### src/rtl/out_port_arbiter.sv
`default_nettype none
// +----------------------------------------------------------------------------+
// | Module : out_port_arbiter                                                  |
// | Desc   : Shares one output byte port between N_REQ requesters; each        |
// |          accepted byte is held with o_out_valid for HOLD_CYCLES cycles.    |
// |          Define OUT_ARB_FIXED_PRIO_EN for fixed priority (lowest index     |
// |          wins) instead of the default round robin.                         |
// | Rev    : 1.0  initial release                                              |
// +----------------------------------------------------------------------------+
module out_port_arbiter #(
  parameter int N_REQ       = 4,
  parameter int DATA_W      = 8,
  parameter int HOLD_CYCLES = 4
) (
  input  logic                     i_clk,
  input  logic                     i_rst,
  input  logic [N_REQ-1:0]         i_req_valid,
  input  logic [N_REQ*DATA_W-1:0]  i_req_data,
  output logic [N_REQ-1:0]         o_req_ready,
  output logic [DATA_W-1:0]        o_out,
  output logic                     o_out_valid,
  output logic [$clog2(N_REQ)-1:0] o_gnt_id,
  output logic                     o_busy
);

  localparam int c_GID_W = $clog2(N_REQ);
  localparam int c_CNT_W = (HOLD_CYCLES > 1) ? $clog2(HOLD_CYCLES) : 1;
  localparam logic [c_CNT_W-1:0] c_CNT_LOAD = c_CNT_W'(HOLD_CYCLES - 1);
  localparam logic [c_GID_W-1:0] c_LAST_ID  = c_GID_W'(N_REQ - 1);
  localparam logic [N_REQ-1:0]   c_ONE      = N_REQ'(1);

  localparam logic [0:0] c_ST_IDLE = 1'b0;
  localparam logic [0:0] c_ST_HOLD = 1'b1;

  logic [0:0]         state_q, state_d;
  logic [c_CNT_W-1:0] cnt_q, cnt_d;
  logic [DATA_W-1:0]  out_q, out_d;
  logic               valid_q, valid_d;
  logic [c_GID_W-1:0] gnt_q, gnt_d;

  logic               w_any;
  logic               w_win_open;
  logic               w_accept;
  logic [c_GID_W-1:0] w_win_id;

  assign w_any      = |i_req_valid;
  assign w_win_open = (state_q == c_ST_IDLE) || (cnt_q == '0);
  assign w_accept   = w_win_open && w_any && !i_rst;

`ifdef OUT_ARB_FIXED_PRIO_EN
  // Scan high to low so the lowest valid index is the last (winning) assignment.
  always_comb begin
    w_win_id = '0;
    for (int i = N_REQ - 1; i >= 0; i--) begin
      if (i_req_valid[i]) w_win_id = c_GID_W'(i);
    end
  end
`else
  logic [c_GID_W-1:0] rr_ptr_q, rr_ptr_d;
  logic               w_found;
  logic [c_GID_W-1:0] w_idx;

  // First valid requester at or after rr_ptr, wrapping N_REQ-1 -> 0.
  always_comb begin
    w_found  = 1'b0;
    w_idx    = '0;
    w_win_id = rr_ptr_q;
    for (int i = 0; i < N_REQ; i++) begin
      w_idx = c_GID_W'((int'(rr_ptr_q) + i) % N_REQ);
      if (!w_found && i_req_valid[w_idx]) begin
        w_found  = 1'b1;
        w_win_id = w_idx;
      end
    end
  end

  always_comb begin
    rr_ptr_d = rr_ptr_q;
    if (w_accept) begin
      rr_ptr_d = (w_win_id == c_LAST_ID) ? '0 : (w_win_id + c_GID_W'(1));
    end
  end

  always_ff @(posedge i_clk) begin
    if (i_rst) begin
      rr_ptr_q <= '0;
    end else begin
      rr_ptr_q <= rr_ptr_d;
    end
  end
`endif

  always_ff @(posedge i_clk) begin
    if (i_rst) begin
      state_q <= c_ST_IDLE;
      cnt_q   <= '0;
      out_q   <= '0;
      valid_q <= 1'b0;
      gnt_q   <= '0;
    end else begin
      state_q <= state_d;
      cnt_q   <= cnt_d;
      out_q   <= out_d;
      valid_q <= valid_d;
      gnt_q   <= gnt_d;
    end
  end

  always_comb begin
    state_d = state_q;
    cnt_d   = cnt_q;
    out_d   = out_q;
    valid_d = valid_q;
    gnt_d   = gnt_q;
    if (w_win_open) begin
      if (w_any) begin
        state_d = c_ST_HOLD;
        cnt_d   = c_CNT_LOAD;
        out_d   = i_req_data[int'(w_win_id)*DATA_W +: DATA_W];
        valid_d = 1'b1;
        gnt_d   = w_win_id;
      end else begin
        // Port goes quiet but keeps showing the last byte.
        state_d = c_ST_IDLE;
        valid_d = 1'b0;
      end
    end else begin
      cnt_d = cnt_q - c_CNT_W'(1);
    end
  end

  always_comb begin
    o_req_ready = '0;
    if (w_accept) o_req_ready = c_ONE << w_win_id;
    o_busy = (state_q == c_ST_HOLD);
  end

  assign o_out       = out_q;
  assign o_out_valid = valid_q;
  assign o_gnt_id    = gnt_q;

endmodule
`default_nettype wire

### config.mk
export PLATFORM = sky130hd
export DESIGN_NAME = out_port_arbiter
export DESIGN_NICKNAME = d
export VERILOG_FILES = /design/src/rtl/out_port_arbiter.sv
export SDC_FILE = /design/constraint.sdc
export NUM_CORES = 1
export LEC_CHECK = 0
export CAP_MARGIN = 40
export CORE_UTILIZATION = 33
export CTS_CLUSTER_DIAMETER = 60
export DETAILED_ROUTE_END_ITERATION = 10
export GPL_ROUTABILITY_DRIVEN = 1
export GPL_TIMING_DRIVEN = 0
export PLACE_DENSITY = 0.75
export SLEW_MARGIN = 20
export SYNTH_ARGS = -nofsm -noshare
export SYNTH_HDL_FRONTEND = slang
export SYNTH_SLANG_ARGS = --single-unit
### constraint.sdc
create_clock -name i_clk -period 1.35 [get_ports i_clk]
set_input_delay 0.2025 -clock i_clk [delete_from_list [all_inputs] [get_ports i_clk]]
set_output_delay 0.2025 -clock i_clk [all_outputs]
set_load 0.005 [all_outputs]
==> flow_summary.html, run 1 <==
<table>
<tr><th>Metric</th><th>Value</th></tr>
<tr><th colspan="2">Yosys</th></tr>
<tr><td>Seq cells post-synth</td><td>15</td></tr>
<tr><td>Post-Syn Nets</td><td>between 100 and 150</td></tr>
<tr><td>Synthesized area divided by synthesized cell count</td><td>9.287 sq um</td></tr>
<tr><td>Biggest area contributors in the synthesized netlist</td><td>dfxtp_1 33%, mux2i_1 20%, o221ai_1 7.8%</td></tr>
<tr><td>Main combinational cell family by area after synthesis</td><td>multiplexers</td></tr>
<tr><td>Dominant cell type by area after synthesis</td><td>dfxtp_1</td></tr>
<tr><td>Compound-Gate Fraction of Synth Area</td><td>16.39%</td></tr>
<tr><td>Post-synthesis simple-gate area fraction</td><td>just under 20%</td></tr>
<tr><td>Sequential area share after synthesis</td><td>~33%</td></tr>
<tr><td>Synthesized instance count</td><td>97</td></tr>
<tr><td>Fraction of registers with async set or reset after synthesis</td><td>0%</td></tr>
<tr><td>Post-Synth XOR/XNOR Area</td><td>0%</td></tr>
<tr><td>Netlist cell types</td><td>27</td></tr>
<tr><td>Post-synthesis adder-cell area fraction</td><td>around 2.8%</td></tr>
<tr><td>Post-synth top area share</td><td>33.33%</td></tr>
<tr><td>Mapped cell area</td><td>approximately 900 sq um</td></tr>
<tr><td>Most used flip-flop cell after synthesis</td><td>dfxtp_1</td></tr>
<tr><td>Yosys warning count</td><td>0</td></tr>
<tr><td>Mux share of post-synthesis cell area</td><td>between 20% and 30%</td></tr>
<tr><td>Number of flops mapped to enable cells by yosys</td><td>0</td></tr>
<tr><th colspan="2">Hold path</th></tr>
<tr><td>Worst min-delay path class</td><td>in -&gt; reg</td></tr>
<tr><td>Hold Startpoint</td><td>i_rst</td></tr>
<tr><td>Hold Crit Depth</td><td>2</td></tr>
<tr><td>WHS Endpoint</td><td>o_out_valid</td></tr>
<tr><th colspan="2">Setup path</th></tr>
<tr><td>Delay-heaviest family, CP</td><td>simple AND/OR/NAND/NOR gates</td></tr>
<tr><td>Setup slack of the most critical reg-to-reg path</td><td>-370 ps</td></tr>
<tr><td>Highest-delay cell along the critical path</td><td>dfxtp_2</td></tr>
<tr><td>Critical Path Source Type</td><td>register</td></tr>
<tr><td>Critical path data required time</td><td>roughly 1200 ps</td></tr>
<tr><td>Critical path peak fanout</td><td>4</td></tr>
<tr><td>R2R Path Start</td><td>rr_ptr_q[0]</td></tr>
<tr><td>Number of buffer and inverter stages on the critical path</td><td>2</td></tr>
<tr><td>Kind of capture point of the worst setup path</td><td>output port</td></tr>
<tr><td>Endpoint of the worst-slack reg-to-reg timing path</td><td>o_out[2]</td></tr>
<tr><td>Type of the setup path with the least slack</td><td>reg -&gt; out</td></tr>
<tr><td>Number of cells traversed by the worst register-to-register path</td><td>7</td></tr>
<tr><td>Largest stage delay, worst path</td><td>340 ps</td></tr>
<tr><td>Data arrival time at the worst-slack endpoint</td><td>approximately 1700 ps</td></tr>
<tr><td>Sequence of cells on the critical path</td><td>or3_1 -&gt; o21ai_2 -&gt; o31ai_4 -&gt; buf_4 -&gt; ha_4 -&gt; and2_4 -&gt; buf_6</td></tr>
<tr><th colspan="2">Detailed routing</th></tr>
<tr><td>Drt first pass iters</td><td>4</td></tr>
<tr><td>Total vias in the final route</td><td>about 1000</td></tr>
<tr><td>Total Wirelength</td><td>about 2900 um</td></tr>
<tr><td>Remaining antenna violation count</td><td>0</td></tr>
<tr><td>Via density per instance</td><td>around 5.1</td></tr>
<tr><td>Detailed Route Iter0 Violations</td><td>4</td></tr>
<tr><td>Residual DRC</td><td>0</td></tr>
<tr><td>Routed len/inst</td><td>around 15 um</td></tr>
<tr><th colspan="2">Pwr</th></tr>
<tr><td>Pwr dens</td><td>approximately 1000 nW/um^2</td></tr>
<tr><td>Static Leakage</td><td>between 0.0008 and 0.0009 uW</td></tr>
<tr><td>Peak supply drop</td><td>~0.70 mV</td></tr>
<tr><th colspan="2">Cells and area</th></tr>
<tr><td>Synthesis-to-layout area growth</td><td>89.03%</td></tr>
<tr><td>Final cell count without fillers</td><td>approximately 190</td></tr>
<tr><td>Antenna Diode Count</td><td>0</td></tr>
<tr><td>Post-route standard cell area excluding fillers</td><td>1703 sq um</td></tr>
<tr><td>Fraction of final layout cells sized beyond drive strength 1</td><td>34.15%</td></tr>
<tr><td>Final Net Count</td><td>205</td></tr>
<tr><th colspan="2">CTS</th></tr>
<tr><td>Clock input transition at the sequential cells of the worst setup and hold paths</td><td>~90 ps</td></tr>
<tr><td>Count of clock tree sinks</td><td>15</td></tr>
<tr><td>Clock Latency Late Sink</td><td>280 ps</td></tr>
<tr><td>Total CTS buffers</td><td>3</td></tr>
<tr><td>CTS root buffer</td><td>clkbuf_4</td></tr>
<tr><td>TritonCTS clock tree</td><td>done</td></tr>
<tr><td>Maximum level of the CTS H-tree</td><td>1</td></tr>
<tr><td>Total of hold buffers inserted after clock tree synthesis</td><td>0</td></tr>
<tr><td>Maximum root-to-sink buffer count</td><td>2</td></tr>
<tr><th colspan="2">Floorplan</th></tr>
<tr><td>Total core area</td><td>about 2500 sq um</td></tr>
<tr><td>Effective utilization at floorplan</td><td>35.71%</td></tr>
<tr><td>Die Height</td><td>roughly 54 um</td></tr>
<tr><td>Rows</td><td>18</td></tr>
<tr><td>Die width</td><td>about 54 um</td></tr>
<tr><td>Ports placed on the boundary</td><td>54</td></tr>
<tr><td>Area of the die</td><td>between 2000 and 3000 sq um</td></tr>
<tr><th colspan="2">GRT</th></tr>
<tr><td>Initial antenna violation count</td><td>0</td></tr>
<tr><td>Total GRT Usage</td><td>21.21%</td></tr>
<tr><td>Via count of the first global-routing pass</td><td>between 1000 and 1500</td></tr>
<tr><td>GRT overflow</td><td>0</td></tr>
<tr><td>Global-route wire length before repair</td><td>about 4400 um</td></tr>
<tr><td>Maximum number of pins on one net before global-route repair</td><td>11</td></tr>
<tr><th colspan="2">Outcome</th></tr>
<tr><td>Failing checks</td><td>negative setup slack</td></tr>
<tr><td>Status</td><td>finished with violations</td></tr>
<tr><th colspan="2">STA</th></tr>
<tr><td>Min Clock Period, post-route</td><td>between 1500 and 2000 ps</td></tr>
<tr><td>Worst setup margin</td><td>-534.4 ps</td></tr>
<tr><td>Setup violations, final</td><td>18</td></tr>
<tr><td>Fmax achieved</td><td>530.7 MHz</td></tr>
<tr><td>RSZ-0062 raised after global routing</td><td>true</td></tr>
<tr><td>Layout Skew</td><td>roughly 4.4 ps</td></tr>
<tr><td>Max-slew headroom</td><td>a little under three fifths</td></tr>
<tr><td>Final number of hold-violating endpoints</td><td>0</td></tr>
<tr><td>Transition time at the pin with the least slew margin</td><td>roughly 630 ps</td></tr>
<tr><td>Final slew viol count</td><td>0</td></tr>
<tr><td>Final period util</td><td>139.6%</td></tr>
<tr><td>Final Hold Slack</td><td>approximately 360 ps</td></tr>
<tr><th colspan="2">Placement</th></tr>
<tr><td>Final estimated routing congestion in global placement</td><td>0.6702</td></tr>
<tr><td>Count of input and output buffers</td><td>52</td></tr>
<tr><td>Dpl cell area</td><td>about 1500 sq um</td></tr>
<tr><td>Post-DP HPWL</td><td>2059 um</td></tr>
<tr><td>Count of placed standard cells including taps</td><td>179</td></tr>
<tr><th colspan="2">Flow run</th></tr>
<tr><td>Max-cap viol count</td><td>0</td></tr>
</table>
-- cells by family after synthesis --
| logic type | after synthesis |
|---|---|
| multiplexers | 18 |
| flip-flops | 15 |
| AO/OA/AOI/OAI | 19 |
| adder cells (fa/ha/maj) | 2 |
| buffers and inverters | 9 |
| AND/OR/NAND/NOR | 34 |
-- power breakdown --
group | total, uW | internal [uW] | switching (uW)
clock network | 258 | 110 | 148
registers | 569 | 526 | 43.6
logic | 869 | 537 | 332
-- area by class of cell --
cell class | count | area [sq um]
inverters | 3 | 11.26
clock inverters | 1 | 5.005
flip-flops and latches | 15 | 315.3
plain buffers | 4 | 46.29
multi-input cells | 73 | 619.3
clock buffers | 3 | 22.52
fillers | 219 | 819.5
repair buffers | 65 | 645.6
well taps | 30 | 37.54
-- synthesized netlist by cell type, types with 2 or more instances --
cell,count
nor2_1,9
o21ai_0,3
o221ai_1,8
dfxtp_1,15
nand2b_1,2
ha_1,2
inv_1,3
mux2i_1,18
buf_6,3
nand2_1,11
a211oi_1,3
nor2b_1,5
-- registers in the layout, indices dropped and copies added, names as in the netlist --
signal,cells
rr_ptr_q,2
o_out_valid,1
o_gnt_id,2
cnt_q,2
o_out,8
-- cell usage in the layout (no fill, tap or decap), types with 2 or more instances in the layout --
cell	n
nor2_1	5
clkbuf_4	3
buf_4	10
dfxtp_2	12
buf_6	4
dlymetal6s2s_1	6
dlygate4sd2_1	8
o221ai_1	8
nor2_2	4
a211oi_2	2
buf_2	3
o21ai_0	2
inv_1	2
clkdlybuf4s50_1	34
nand2_1	10
mux2i_1	17
nor2b_1	4
dfxtp_1	3
-- routing by layer --
| metal | track usage, % | vias up | wire [um] |
|---|---|---|---|
| li1 | - | 485 | - |
| met1 | 21.62 | 453 | 1069 |
| met2 | 40.85 | 49 | 1537 |
| met3 | 3.889 | 6 | 250 |
| met4 | 9.829 | 0 | 55 |
| met5 | 0 | - | 0 |
-- through the flow --
step           util (%)  setup slack (ps)  setup TNS [ps]  total power [uW]
2_1_floorplan         -            -159.4           -1401             935.8
3_3_place_gp      58.83             -1276          -12660              1231
3_5_place_dp      58.83             -1290          -13520              1258
4_1_cts           64.58            -558.0           -5399              1668
5_1_grt           67.51            -610.6           -6796              1809
6_report          67.51            -534.4           -4978              1696
-- what timing repair did --
item	4_1_cts	5_1_grt
buffers inserted	8	4
gates cloned	1	0
pin swaps	12	1
hold endpoints to repair	0	0
setup endpoints to repair	25	26
gates resized for setup	42	22
-- worst max-delay path by stage --
stage,depth (start not counted),from,endpoint
after CTS,7,rr_ptr_q[0],o_req_ready[3]
final,7,rr_ptr_q[1],o_req_ready[3]
after global placement,7,i_req_valid[3],o_req_ready[2]
after detailed placement,7,i_req_valid[3],o_req_ready[2]
after floorplan,7,rr_ptr_q[0],rr_ptr_q[1]
after global routing,8,rr_ptr_q[1],o_req_ready[3]
Note: power is estimated with default switching activity, not from simulation.
==> inputs of run 2 (changes only) <==
Settings changed: HOLD_SLACK_MARGIN set to 0.15, SKIP_LAST_GASP set to 1.
==> run 2 against run 1 <==
The run still ends with negative setup slack left. Die area stayed put. Power is 0.40% lower. Global-route usage is the same. Clock skew decreased by 1.6 ps. Setup slack worse by 7.4 ps. Utilization down 0.60 points. Critical path depth unchanged. Non-clock buffer count did not move. Sequential share of layout area barely moved. Largest power group unchanged. Highest routed layer unchanged.
==> flow_summary.html, run 2 (synthesis gave the netlist of run 1 again) <==
<table>
<tr><th>Metric</th><th>Value</th></tr>
<tr><th colspan="2">Outcome</th></tr>
<tr><td>Status</td><td>finished with violations (unchanged)</td></tr>
<tr><td>Failing checks</td><td>negative setup slack (unchanged)</td></tr>
<tr><th colspan="2">CTS</th></tr>
<tr><td>Total CTS buffers</td><td>3 (unchanged)</td></tr>
<tr><td>TritonCTS clock tree</td><td>done (unchanged)</td></tr>
<tr><td>Maximum root-to-sink buffer count</td><td>2 (unchanged)</td></tr>
<tr><td>Clock input transition at the sequential cells of the worst setup and hold paths</td><td>90 ps (about the same)</td></tr>
<tr><td>Clock Latency Late Sink</td><td>280 ps (about the same)</td></tr>
<tr><td>Total of hold buffers inserted after clock tree synthesis</td><td>0 (unchanged)</td></tr>
<tr><td>Count of clock tree sinks</td><td>15 (unchanged)</td></tr>
<tr><td>Maximum level of the CTS H-tree</td><td>1 (unchanged)</td></tr>
<tr><td>CTS root buffer</td><td>clkbuf_4 (unchanged)</td></tr>
<tr><th colspan="2">Detailed routing</th></tr>
<tr><td>Met1 wire length</td><td>1118 um (was 1069 um)</td></tr>
<tr><td>Via density per instance</td><td>5.129 (was 5.119)</td></tr>
<tr><td>Detailed Route Iter0 Violations</td><td>5 (was 4)</td></tr>
<tr><td>Total Wirelength</td><td>2879 um (was 2913 um)</td></tr>
<tr><td>Remaining antenna violation count</td><td>0 (unchanged)</td></tr>
<tr><td>Residual DRC</td><td>0 (unchanged)</td></tr>
<tr><td>Highest layer used for signal routing</td><td>met4 (unchanged)</td></tr>
<tr><td>Routed len/inst</td><td>14.84 um (was 15.02 um)</td></tr>
<tr><td>Wire length on met3</td><td>215 um (was 250 um)</td></tr>
<tr><td>Drt first pass iters</td><td>3 (was 4)</td></tr>
<tr><td>Amount of wire on met2 after detailed routing</td><td>1489 um (was 1537 um)</td></tr>
<tr><td>Total vias in the final route</td><td>995 (was 993)</td></tr>
<tr><th colspan="2">GRT</th></tr>
<tr><td>Via count of the first global-routing pass</td><td>1022 (unchanged)</td></tr>
<tr><td>Total GRT Usage</td><td>21.21% (unchanged)</td></tr>
<tr><td>Initial antenna violation count</td><td>0 (unchanged)</td></tr>
<tr><td>Maximum number of pins on one net before global-route repair</td><td>11 (unchanged)</td></tr>
<tr><td>Global-route wire length before repair</td><td>4353 um (unchanged)</td></tr>
<tr><td>GRT overflow</td><td>0 (unchanged)</td></tr>
<tr><th colspan="2">STA</th></tr>
<tr><td>Final Hold Slack</td><td>334.0 ps (was 356.6 ps)</td></tr>
<tr><td>Max-slew headroom</td><td>56.45% (was 57.51%)</td></tr>
<tr><td>Fmax achieved</td><td>528.6 MHz (was 530.7 MHz)</td></tr>
<tr><td>Worst setup margin</td><td>-541.8 ps (was -534.4 ps)</td></tr>
<tr><td>Transition time at the pin with the least slew margin</td><td>647.9 ps (was 632.0 ps)</td></tr>
<tr><td>Final slew viol count</td><td>0 (unchanged)</td></tr>
<tr><td>Min Clock Period, post-route</td><td>1892 ps (was 1884 ps)</td></tr>
<tr><td>Setup violations, final</td><td>16 (was 18)</td></tr>
<tr><td>Final total negative setup slack</td><td>-5319 ps (was -4978 ps)</td></tr>
<tr><td>Final period util</td><td>140.1% (was 139.6%)</td></tr>
<tr><td>RSZ-0062 raised after global routing</td><td>true (unchanged)</td></tr>
<tr><td>Layout Skew</td><td>2.787 ps (was 4.372 ps)</td></tr>
<tr><td>Final number of hold-violating endpoints</td><td>0 (unchanged)</td></tr>
<tr><th colspan="2">Cells and area</th></tr>
<tr><td>Leading cell type in the layout, fill and taps excluded</td><td>clkdlybuf4s50_1 (unchanged)</td></tr>
<tr><td>Fraction of final layout cells sized beyond drive strength 1</td><td>31.71% (was 34.15%)</td></tr>
<tr><td>Post-route standard cell area excluding fillers</td><td>1688 sq um (was 1703 sq um)</td></tr>
<tr><td>Most frequent cells in the layout</td><td>34 x clkdlybuf4s50_1, 18 x mux2i_1, 11 x buf_4, 10 x nand2_1, 10 x dfxtp_2 (was 34 x clkdlybuf4s50_1, 17 x mux2i_1, 12 x dfxtp_2, 10 x nand2_1, 10 x buf_4)</td></tr>
<tr><td>Max FFs per register</td><td>8 (unchanged)</td></tr>
<tr><td>Final core utilization</td><td>66.91% (was 67.51%)</td></tr>
<tr><td>Synthesis-to-layout area growth</td><td>87.36% (was 89.03%)</td></tr>
<tr><td>Final Net Count</td><td>205 (unchanged)</td></tr>
<tr><td>Antenna Diode Count</td><td>0 (unchanged)</td></tr>
<tr><th colspan="2">Pwr</th></tr>
<tr><td>Static Leakage</td><td>0.0008022 uW (was 0.0008031 uW)</td></tr>
<tr><td>Total design power</td><td>1689 uW (was 1696 uW)</td></tr>
<tr><td>Peak supply drop</td><td>0.6948 mV (was 0.6973 mV)</td></tr>
<tr><td>Pwr dens</td><td>1001 nW/um^2 (was 996.0 nW/um^2)</td></tr>
<tr><th colspan="2">Placement</th></tr>
<tr><td>Dpl cell area</td><td>1484 sq um (unchanged)</td></tr>
<tr><td>Count of input and output buffers</td><td>52 (unchanged)</td></tr>
<tr><td>Final estimated routing congestion in global placement</td><td>0.6702 (unchanged)</td></tr>
<tr><td>Post-DP HPWL</td><td>2059 um (unchanged)</td></tr>
<tr><th colspan="2">Flow run</th></tr>
<tr><td>Max-cap viol count</td><td>0 (unchanged)</td></tr>
<tr><th colspan="2">Setup path</th></tr>
<tr><td>Highest-delay cell along the critical path</td><td>dfxtp_2 (unchanged)</td></tr>
<tr><td>Setup slack of the most critical reg-to-reg path</td><td>-430 ps (was -370 ps)</td></tr>
<tr><td>Delay-heaviest family, CP</td><td>simple AND/OR/NAND/NOR gates (unchanged)</td></tr>
<tr><td>Critical path data required time</td><td>1150 ps (about the same)</td></tr>
<tr><td>Sequence of cells on the critical path</td><td>or3_1 -&gt; o21ai_2 -&gt; o31ai_4 -&gt; buf_4 -&gt; ha_4 -&gt; and2_4 -&gt; buf_6 (unchanged)</td></tr>
<tr><td>Type of the setup path with the least slack</td><td>reg -&gt; out (unchanged)</td></tr>
<tr><td>Critical Path Source Type</td><td>register (unchanged)</td></tr>
<tr><td>Number of buffer and inverter stages on the critical path</td><td>2 (unchanged)</td></tr>
<tr><td>Largest stage delay, worst path</td><td>350 ps (was 340 ps)</td></tr>
<tr><td>Critical path peak fanout</td><td>4 (unchanged)</td></tr>
<tr><td>Data arrival time at the worst-slack endpoint</td><td>1690 ps (was 1680 ps)</td></tr>
<tr><td>Kind of capture point of the worst setup path</td><td>output port (unchanged)</td></tr>
<tr><th colspan="2">Floorplan</th></tr>
<tr><td>Area of the die</td><td>2943 sq um (unchanged)</td></tr>
<tr><td>Ports placed on the boundary</td><td>54 (unchanged)</td></tr>
<tr><td>Total core area</td><td>2522 sq um (unchanged)</td></tr>
<tr><td>Rows</td><td>18 (unchanged)</td></tr>
<tr><td>Effective utilization at floorplan</td><td>35.71% (unchanged)</td></tr>
<tr><td>Die Height</td><td>54.25 um (unchanged)</td></tr>
<tr><td>Die width</td><td>54.25 um (unchanged)</td></tr>
<tr><th colspan="2">Hold path</th></tr>
<tr><td>Worst min-delay path class</td><td>in -&gt; reg (unchanged)</td></tr>
</table>
[run 2: cell types whose count changed in the layout (fill, tap and decap cells not counted)]
cell	before	now
dfxtp_2	12	10
a211oi_1	1	2
dfxtp_1	3	5
mux2i_2	1	0
buf_4	10	11
mux2i_1	17	18
a211oi_2	2	1
buf_6	4	3
[run 2: power breakdown]
part / internal (uW) / switching (uW)
clock: 110 / 149
combinational: 534 / 329
sequential: 524 / 43.2
[run 2: metal layers]
metal  GRT usage (%)  vias up
li1                -      488
met1           21.62      457
met2           40.85       44
met3           3.889        6
met4           9.829        0
met5               0        -
[run 2: path summary, 6_finish.rpt]
| check | startpoint | to | depth (start not counted) |
|---|---|---|---|
| max | rr_ptr_q[1] | o_req_ready[3] | 7 |
| min | i_rst | o_gnt_id[1] | 2 |
| max reg2reg | rr_ptr_q[0] | o_out[2] | 8 |
| min reg2reg | o_out[1] | o_out[1] | 2 |
[run 2: layout make-up]
| cell class | instances | area (sq um) |
|---|---|---|
| Sequential cell | 15 | 312.8 |
| Tap cell | 30 | 37.54 |
| Clock inverter | 1 | 5.005 |
| Fill cell | 221 | 834.6 |
| Buffer | 4 | 46.29 |
| Inverter | 3 | 11.26 |
| Clock buffer | 3 | 22.52 |
| Multi-Input combinational cell | 73 | 610.6 |
| Timing Repair Buffer | 65 | 641.9 |
[run 2: stage by stage]
stage               worst slack [ps]  std cells
floorplan                     -159.4         97
global placement               -1276        179
detailed placement             -1290        179
CTS                           -558.0        191
global route                  -610.6        194
finish                        -541.8        194
[run 2: worst reg2reg max path, stage by stage (launching register included)]
cell       delay, ps
dfxtp_2          370
nor2b_1           60
o21ai_0          160
o311a_1          250
buf_4            130
buf_6            120
bufbuf_16        270
mux2i_1          190
o221ai_1         120
[run 2: repair_timing]
action                                  CTS  global route
endpoints found under the setup margin   25            26
endpoints found under the hold margin     0             0
gates cloned                              1             0
pin swaps                                11             1
gates resized for setup                  42            17
buffers inserted                          8             4
